**config.mk**
```make
export PLATFORM = sky130hd
export DESIGN_NAME = off_buf_ctrl
export DESIGN_NICKNAME = d
export VERILOG_FILES = /design/src/rtl/off_buf_ctrl_pkg.sv /design/src/rtl/off_bank_rd_seq.sv /design/src/rtl/off_buf_ctrl.sv
export SDC_FILE = /design/constraint.sdc
export NUM_CORES = 1
export LEC_CHECK = 0
export BUFFER_PORTS_ARGS = -buffer_cell sky130_fd_sc_hd__buf_2
export CAP_MARGIN = 20
export CELL_PAD_IN_SITES_DETAIL_PLACEMENT = 1
export CELL_PAD_IN_SITES_GLOBAL_PLACEMENT = 2
export CORE_UTILIZATION = 26
export CTS_CLUSTER_DIAMETER = 30
export DETAILED_ROUTE_END_ITERATION = 6
export HOLD_SLACK_MARGIN = 0.03
export PLACE_DENSITY_LB_ADDON = 0.1
export SYNTH_ARGS = -nofsm -noshare
export SYNTH_HDL_FRONTEND = slang
export SYNTH_SLANG_ARGS = --single-unit
```
**constraint.sdc**
```tcl
create_clock -name clk -period 4.2 [get_ports clk]
set_input_delay 0.21 -clock clk [delete_from_list [all_inputs] [get_ports clk]]
set_output_delay 0.21 -clock clk [all_outputs]
set_load 0.02 [all_outputs]
```
**src/rtl/off_buf_ctrl_pkg.sv**
```systemverilog
// Shared definitions for the offset-latch ping-pong sequencer: bank geometry,
// bank-base helper and the reader state encoding.
package off_buf_ctrl_pkg;

  localparam int DEF_NUM_WORDS = 64;
  localparam int DEF_HALF      = DEF_NUM_WORDS / 2;

  typedef enum logic {
    R_IDLE = 1'b0,
    R_RUN  = 1'b1
  } rd_state_e;

  // Bank 0 starts at address 0, bank 1 at the midpoint of the latch array.
  function automatic int unsigned bank_base(input logic bank, input int unsigned half);
    return bank ? half : 32'd0;
  endfunction

endpackage

```
**src/rtl/off_bank_rd_seq.sv**
```systemverilog
// Reader sequencer: replays one bank as i_reps address sweeps, one address per
// cycle with i_rd_ready, and flags the final issue so the owner can release it.
module off_bank_rd_seq
  import off_buf_ctrl_pkg::*;
#(
  parameter int ADDR  = 6,
  parameter int REP_W = 4,
  parameter int HALF  = 32
) (
  input  logic             clk,
  input  logic             rst,
  input  logic             full_rb,
  input  logic             rb,
  input  logic [ADDR-1:0]  len_rb,
  input  logic [REP_W-1:0] i_reps,
  input  logic             i_rd_ready,
  output logic             issue,
  output logic             issue_last,
  output logic [ADDR-1:0]  rd_addr,
  output rd_state_e        state
);

  rd_state_e        state_n;
  logic [ADDR-1:0]  rd_ptr, rd_ptr_n, cur_ptr, rd_addr_q, base;
  logic [REP_W-1:0] rep_cnt, rep_n, cur_rep;
  logic             active, wrap;

  // In R_IDLE with the bank full, the drain-start values are used directly so
  // the first issue (and a back-to-back bank hand-over) costs no bubble.
  always_comb begin
    base       = ADDR'(bank_base(rb, HALF));
    cur_ptr    = (state == R_IDLE) ? '0 : rd_ptr;
    cur_rep    = (state == R_IDLE) ? ((i_reps == '0) ? REP_W'(1) : i_reps) : rep_cnt;
    active     = (state == R_RUN) || full_rb;
    issue      = active && i_rd_ready;
    wrap       = (cur_ptr == len_rb - ADDR'(1));
    issue_last = issue && wrap && (cur_rep == REP_W'(1));
    rd_addr    = issue ? (base + cur_ptr) : rd_addr_q;
    state_n    = state;
    rd_ptr_n   = rd_ptr;
    rep_n      = rep_cnt;
    if (active) begin
      state_n  = R_RUN;
      rd_ptr_n = cur_ptr;
      rep_n    = cur_rep;
      if (issue) begin
        if (wrap) begin
          rd_ptr_n = '0;
          if (cur_rep == REP_W'(1)) state_n = R_IDLE;
          else                      rep_n   = cur_rep - REP_W'(1);
        end else begin
          rd_ptr_n = cur_ptr + ADDR'(1);
        end
      end
    end
  end

  always_ff @(posedge clk or posedge rst) begin
    if (rst) begin
      state     <= R_IDLE;
      rd_ptr    <= '0;
      rep_cnt   <= '0;
      rd_addr_q <= '0;
    end else begin
      state   <= state_n;
      rd_ptr  <= rd_ptr_n;
      rep_cnt <= rep_n;
      if (issue) rd_addr_q <= rd_addr;
    end
  end

endmodule

```
**src/rtl/off_buf_ctrl.sv**
```systemverilog
// Ping-pong control for the offset latch buffer: the producer fills one bank
// while the reader sequencer replays the other; all controls replicate per lane.
module off_buf_ctrl
  import off_buf_ctrl_pkg::*;
#(
  parameter int N         = 16,
  parameter int Tn        = 16,
  parameter int ADDR      = 6,
  parameter int NUM_WORDS = 64,
  parameter int REP_W     = 4
) (
  input  logic               clk,
  input  logic               rst,
  input  logic               i_wr_valid,
  input  logic               i_wr_last,
  output logic               o_wr_ready,
  output logic [Tn-1:0]      o_wen,
  output logic [Tn*ADDR-1:0] o_wr_addr,
  input  logic [REP_W-1:0]   i_reps,
  input  logic               i_rd_ready,
  output logic [Tn*ADDR-1:0] o_rd_addr,
  output logic               o_rd_valid,
  output logic               o_rd_last,
  output logic               o_busy
);

  localparam int HALF = NUM_WORDS / 2;

  logic                 wb, rb;
  logic [1:0]           full;
  logic [1:0][ADDR-1:0] len_q;
  logic [ADDR-1:0]      wr_ptr, wr_addr, rd_addr;
  logic                 accept, close, issue, issue_last;
  rd_state_e            rd_state;

  // Handshake: a word transfers on a cycle where i_wr_valid && o_wr_ready; the
  // producer may hold i_wr_valid across stalls and o_wr_ready only depends on state.
  assign o_wr_ready = !full[wb];
  assign accept     = i_wr_valid && o_wr_ready;
  assign close      = accept && (i_wr_last || (wr_ptr == ADDR'(HALF - 1)));
  assign wr_addr    = ADDR'(bank_base(wb, HALF)) + wr_ptr;
  assign o_busy     = (|full) || (rd_state == R_RUN);

  // N describes the data lane width only; the guard keeps it part of the build.
  if (N > 0) begin : g_lanes
    assign o_wen     = {Tn{accept}};
    assign o_wr_addr = {Tn{accept ? wr_addr : {ADDR{1'b0}}}};
    assign o_rd_addr = {Tn{rd_addr}};
  end else begin : g_no_lanes
    assign o_wen     = '0;
    assign o_wr_addr = '0;
    assign o_rd_addr = '0;
  end

  off_bank_rd_seq #(
    .ADDR (ADDR),
    .REP_W(REP_W),
    .HALF (HALF)
  ) u_rd_seq (
    .clk       (clk),
    .rst       (rst),
    .full_rb   (full[rb]),
    .rb        (rb),
    .len_rb    (len_q[rb]),
    .i_reps    (i_reps),
    .i_rd_ready(i_rd_ready),
    .issue     (issue),
    .issue_last(issue_last),
    .rd_addr   (rd_addr),
    .state     (rd_state)
  );

  // Close and release always target different banks, so both updates apply.
  always_ff @(posedge clk or posedge rst) begin
    if (rst) begin
      wb         <= 1'b0;
      rb         <= 1'b0;
      full       <= '0;
      len_q      <= '0;
      wr_ptr     <= '0;
      o_rd_valid <= 1'b0;
      o_rd_last  <= 1'b0;
    end else begin
      if (accept) wr_ptr <= close ? '0 : (wr_ptr + ADDR'(1));
      if (close) begin
        len_q[wb] <= wr_ptr + ADDR'(1);
        full[wb]  <= 1'b1;
        wb        <= ~wb;
      end
      if (issue_last) begin
        full[rb] <= 1'b0;
        rb       <= ~rb;
      end
      o_rd_valid <= issue;
      o_rd_last  <= issue_last;
    end
  end

endmodule

```
==> results.cfg <==
[routing]
drc = 0
num_vias = 2761
drt-total-wl_mm = 8.50
first_pass_iters = 4
vias_per_cell = 4.20
drtIter0Drc = 51
avgRoutedWirePerCell_um = 12.9
ant_nets = 0

[logic_synthesis]
ys_ff_latch = 41
netlist.area_leader.share_pct = 38.2
ys_top_cells_by_area = buf_4 (38%), dfrtp_1 (27%), nand2_1 (3.4%)
yosysWarningCount = 0
synth.avg_cell_area_um2 = 8.59
synth_top_area_cell = buf_4
synth_area_mm2 = 0.00385
yosysSeqAreaShare_pct = 26.7
syn_inst = 448
synth_cell_types = 50
synth_edf_count = 0
async_reset_ff_share_pct = 100
synthesis.nets = 462
ys.flop_type = dfrtp_1

[layout]
drive_gt1_share_pct = 51.1
num_antenna_cells = 0
syn2layout_area_growth_pct = 0.358
final_common_cell = buf_2
fin_nets = 487
final_cells = 658
layout_common_cells = buf_2 (221), dfrtp_1 (41), nand2_1 (35)

[sta]
fin_crit_ps = 2940
tns_ps = 0
slew_viol_final = 0
rsz0062_at_grt = no
finalHoldViolCount = 0
slew_headroom_pct = 50.8
fin_worst_skew_ps = 5.84
setup_ws_ps = 1260
period_share_pct = 69.9
finalSetupViolCount = 0
worst_slew_pin_slew_ps = 732
fmax_ghz = 0.341

[cts]
cts_tree = done
clk-insertion-delay-late_ps = 280
cts-root-buf = clkbuf_16
clk_pin_slew_ps = 70
cts_buffer_depth = 2
cts_resized = 0
post-cts-setup-buffer-count = 0
cts_made_buffers = 5
postCtsHoldBufs = 0
cts_htree_levels = 2
clock-sinks = 41

[worst_setup_path]
r2r-start = rb
crit_chain = mux2i_1, ha_1, xnor2_1, a211o_1, a311oi_2, buf_4, nand2b_1, nor3b_1, a221o_1
cp_top_family = flip-flops
cpPeakStageDelay_ps = 800
startpoint = rb
critPathMaxFanout = 17
worst_setup_path_start_kind = flop
slowest_stage = dfrtp_1
worstSetupPathType = reg -> reg
crit_arrival_ps = 3100
required_ps = 4360
worst-path-buf-inv = 1
critPathCaptureType = flop

[die]
rows = 44
fp.dieArea_mm2 = 0.0153
die_y_um = 124
fp.dieW_um = 124
core_area_mm2 = 0.0145
initial_core_util_pct = 26.6
ios = 221

[job]
cap_violations = 0

[global_route]
antenna_found_initial = 0
grt_max_degree = 42
grt_pass1_wl_mm = 12.5
grt_pass1_vias = 2306
overflow = 0
grtUsageTotal_pct = 10.5

[run_status]
status = finished, final reports clean

[pwr]
p_leak_nw = 2.20
vdd_ir_drop_max_mv = 0.176
p_per_area_mw_per_mm2 = 696

[placed_design]
dp.cells = 650
gp_congestion = 0.734
post-place-ws_ps = 1260
dp_hpwl_mm = 6.48
io_buffers = 220

[min_path]
hold_class = in -> async
## sequential cells by signal (all words and copies together) (netlist names), 2 cells and up
signal and cells:
len_q 12, u_rd_seq.rd_addr_q 6, u_rd_seq.rd_ptr 6, wr_ptr 6, u_rd_seq.rep_cnt 4, full 2
## cell type report
cell class	count	area (um2)
Clock inverter	2	37.5
Multi-Input combinational cell	191	1250
Inverter	7	26.3
Sequential cell	41	1030
Tap cell	184	230
Timing Repair Buffer	227	1150
Fill cell	1773	10600
Clock buffer	6	139
## per-stage QoR
step	power, W	instance area, um2	hold slack [ps]	util, %
2_1_floorplan	0.00227	3850	367	-
3_3_place_gp	0.00225	3680	405	25.4
3_5_place_dp	0.00227	3680	415	25.4
4_1_cts	0.00274	3860	114	26.7
5_1_grt	0.00292	3860	158	26.7
6_report	0.00269	3860	87.5	26.7
## routing by layer
| layer | GRT usage [%] | share of wire, % | up-vias |
|---|---|---|---|
| met3 | 1.33 | 6.4 | 4 |
| met4 | 2.26 | 0.56 | 0 |
| met1 | 14.4 | 47 | 1291 |
| li1 | - | - | 1340 |
| met2 | 17.5 | 46 | 126 |
| met5 | 0 | 0 | - |
## kinds of logic (layout without fill, tap and decap cells)
| kind of cell | count (synthesis) | after routing | share of synthesized area (%) |
|---|---|---|---|
| buffers and inverters | 216 | 242 | 40.8 |
| AND/OR/NAND/NOR | 97 | 97 | 12.5 |
| AO/OA/AOI/OAI | 60 | 60 | 10.7 |
| flip-flops | 41 | 41 | 26.7 |
| XOR/XNOR | 16 | 16 | 4.00 |
| multiplexers | 12 | 12 | 3.51 |
| adder cells (fa/ha/maj) | 6 | 6 | 1.89 |
## Yosys cell counts, drive strengths merged (2+ instances only)
| master | n |
|---|---|
| buf | 201 |
| inv | 7 |
| xnor2 | 10 |
| nor2 | 20 |
| a211o | 2 |
| mux2i | 10 |
| clkbuf | 8 |
| dfrtp | 41 |
| or3 | 2 |
| nand2 | 36 |
| mux2 | 2 |
| nand3 | 9 |
| a32o | 4 |
| and2 | 4 |
| a21oi | 9 |
| o31ai | 2 |
| and3 | 7 |
| nand2b | 2 |
| xor2 | 5 |
| nor3b | 2 |
| a22o | 7 |
| nor3 | 6 |
| or4 | 2 |
| ha | 5 |
| o21ai | 24 |
| nor4b | 2 |
| nor2b | 2 |
| o32a | 2 |
## final timing paths
path	endpoint	slack (ps)	cells past startpoint
worst max-delay path	u_rd_seq.rd_ptr[4]	1260	9
worst min-delay path	len_q[6]	90	3
worst max register to register	u_rd_seq.rd_ptr[4]	1260	9
worst min register to register	u_rd_seq.rd_addr_q[5]	470	2
max in group asynchronous	full[1]	3730	3
min in group clk	u_rd_seq.rep_cnt[3]	240	3
## report_power, final
| group | internal [W] | total [W] | leakage, nW | switching, W |
|---|---|---|---|---|
| registers | 0.000520 | 0.000646 | 0.496 | 0.000126 |
| clock network | 0.000297 | 0.000460 | 0.0831 | 0.000163 |
| logic | 0.000548 | 0.00158 | 1.62 | 0.00103 |
## worst min-delay path, stage by stage
cell	delay [ps]
buf_2	90
inv_1	40
buf_4	480
Power figures use the tool's default switching activity.
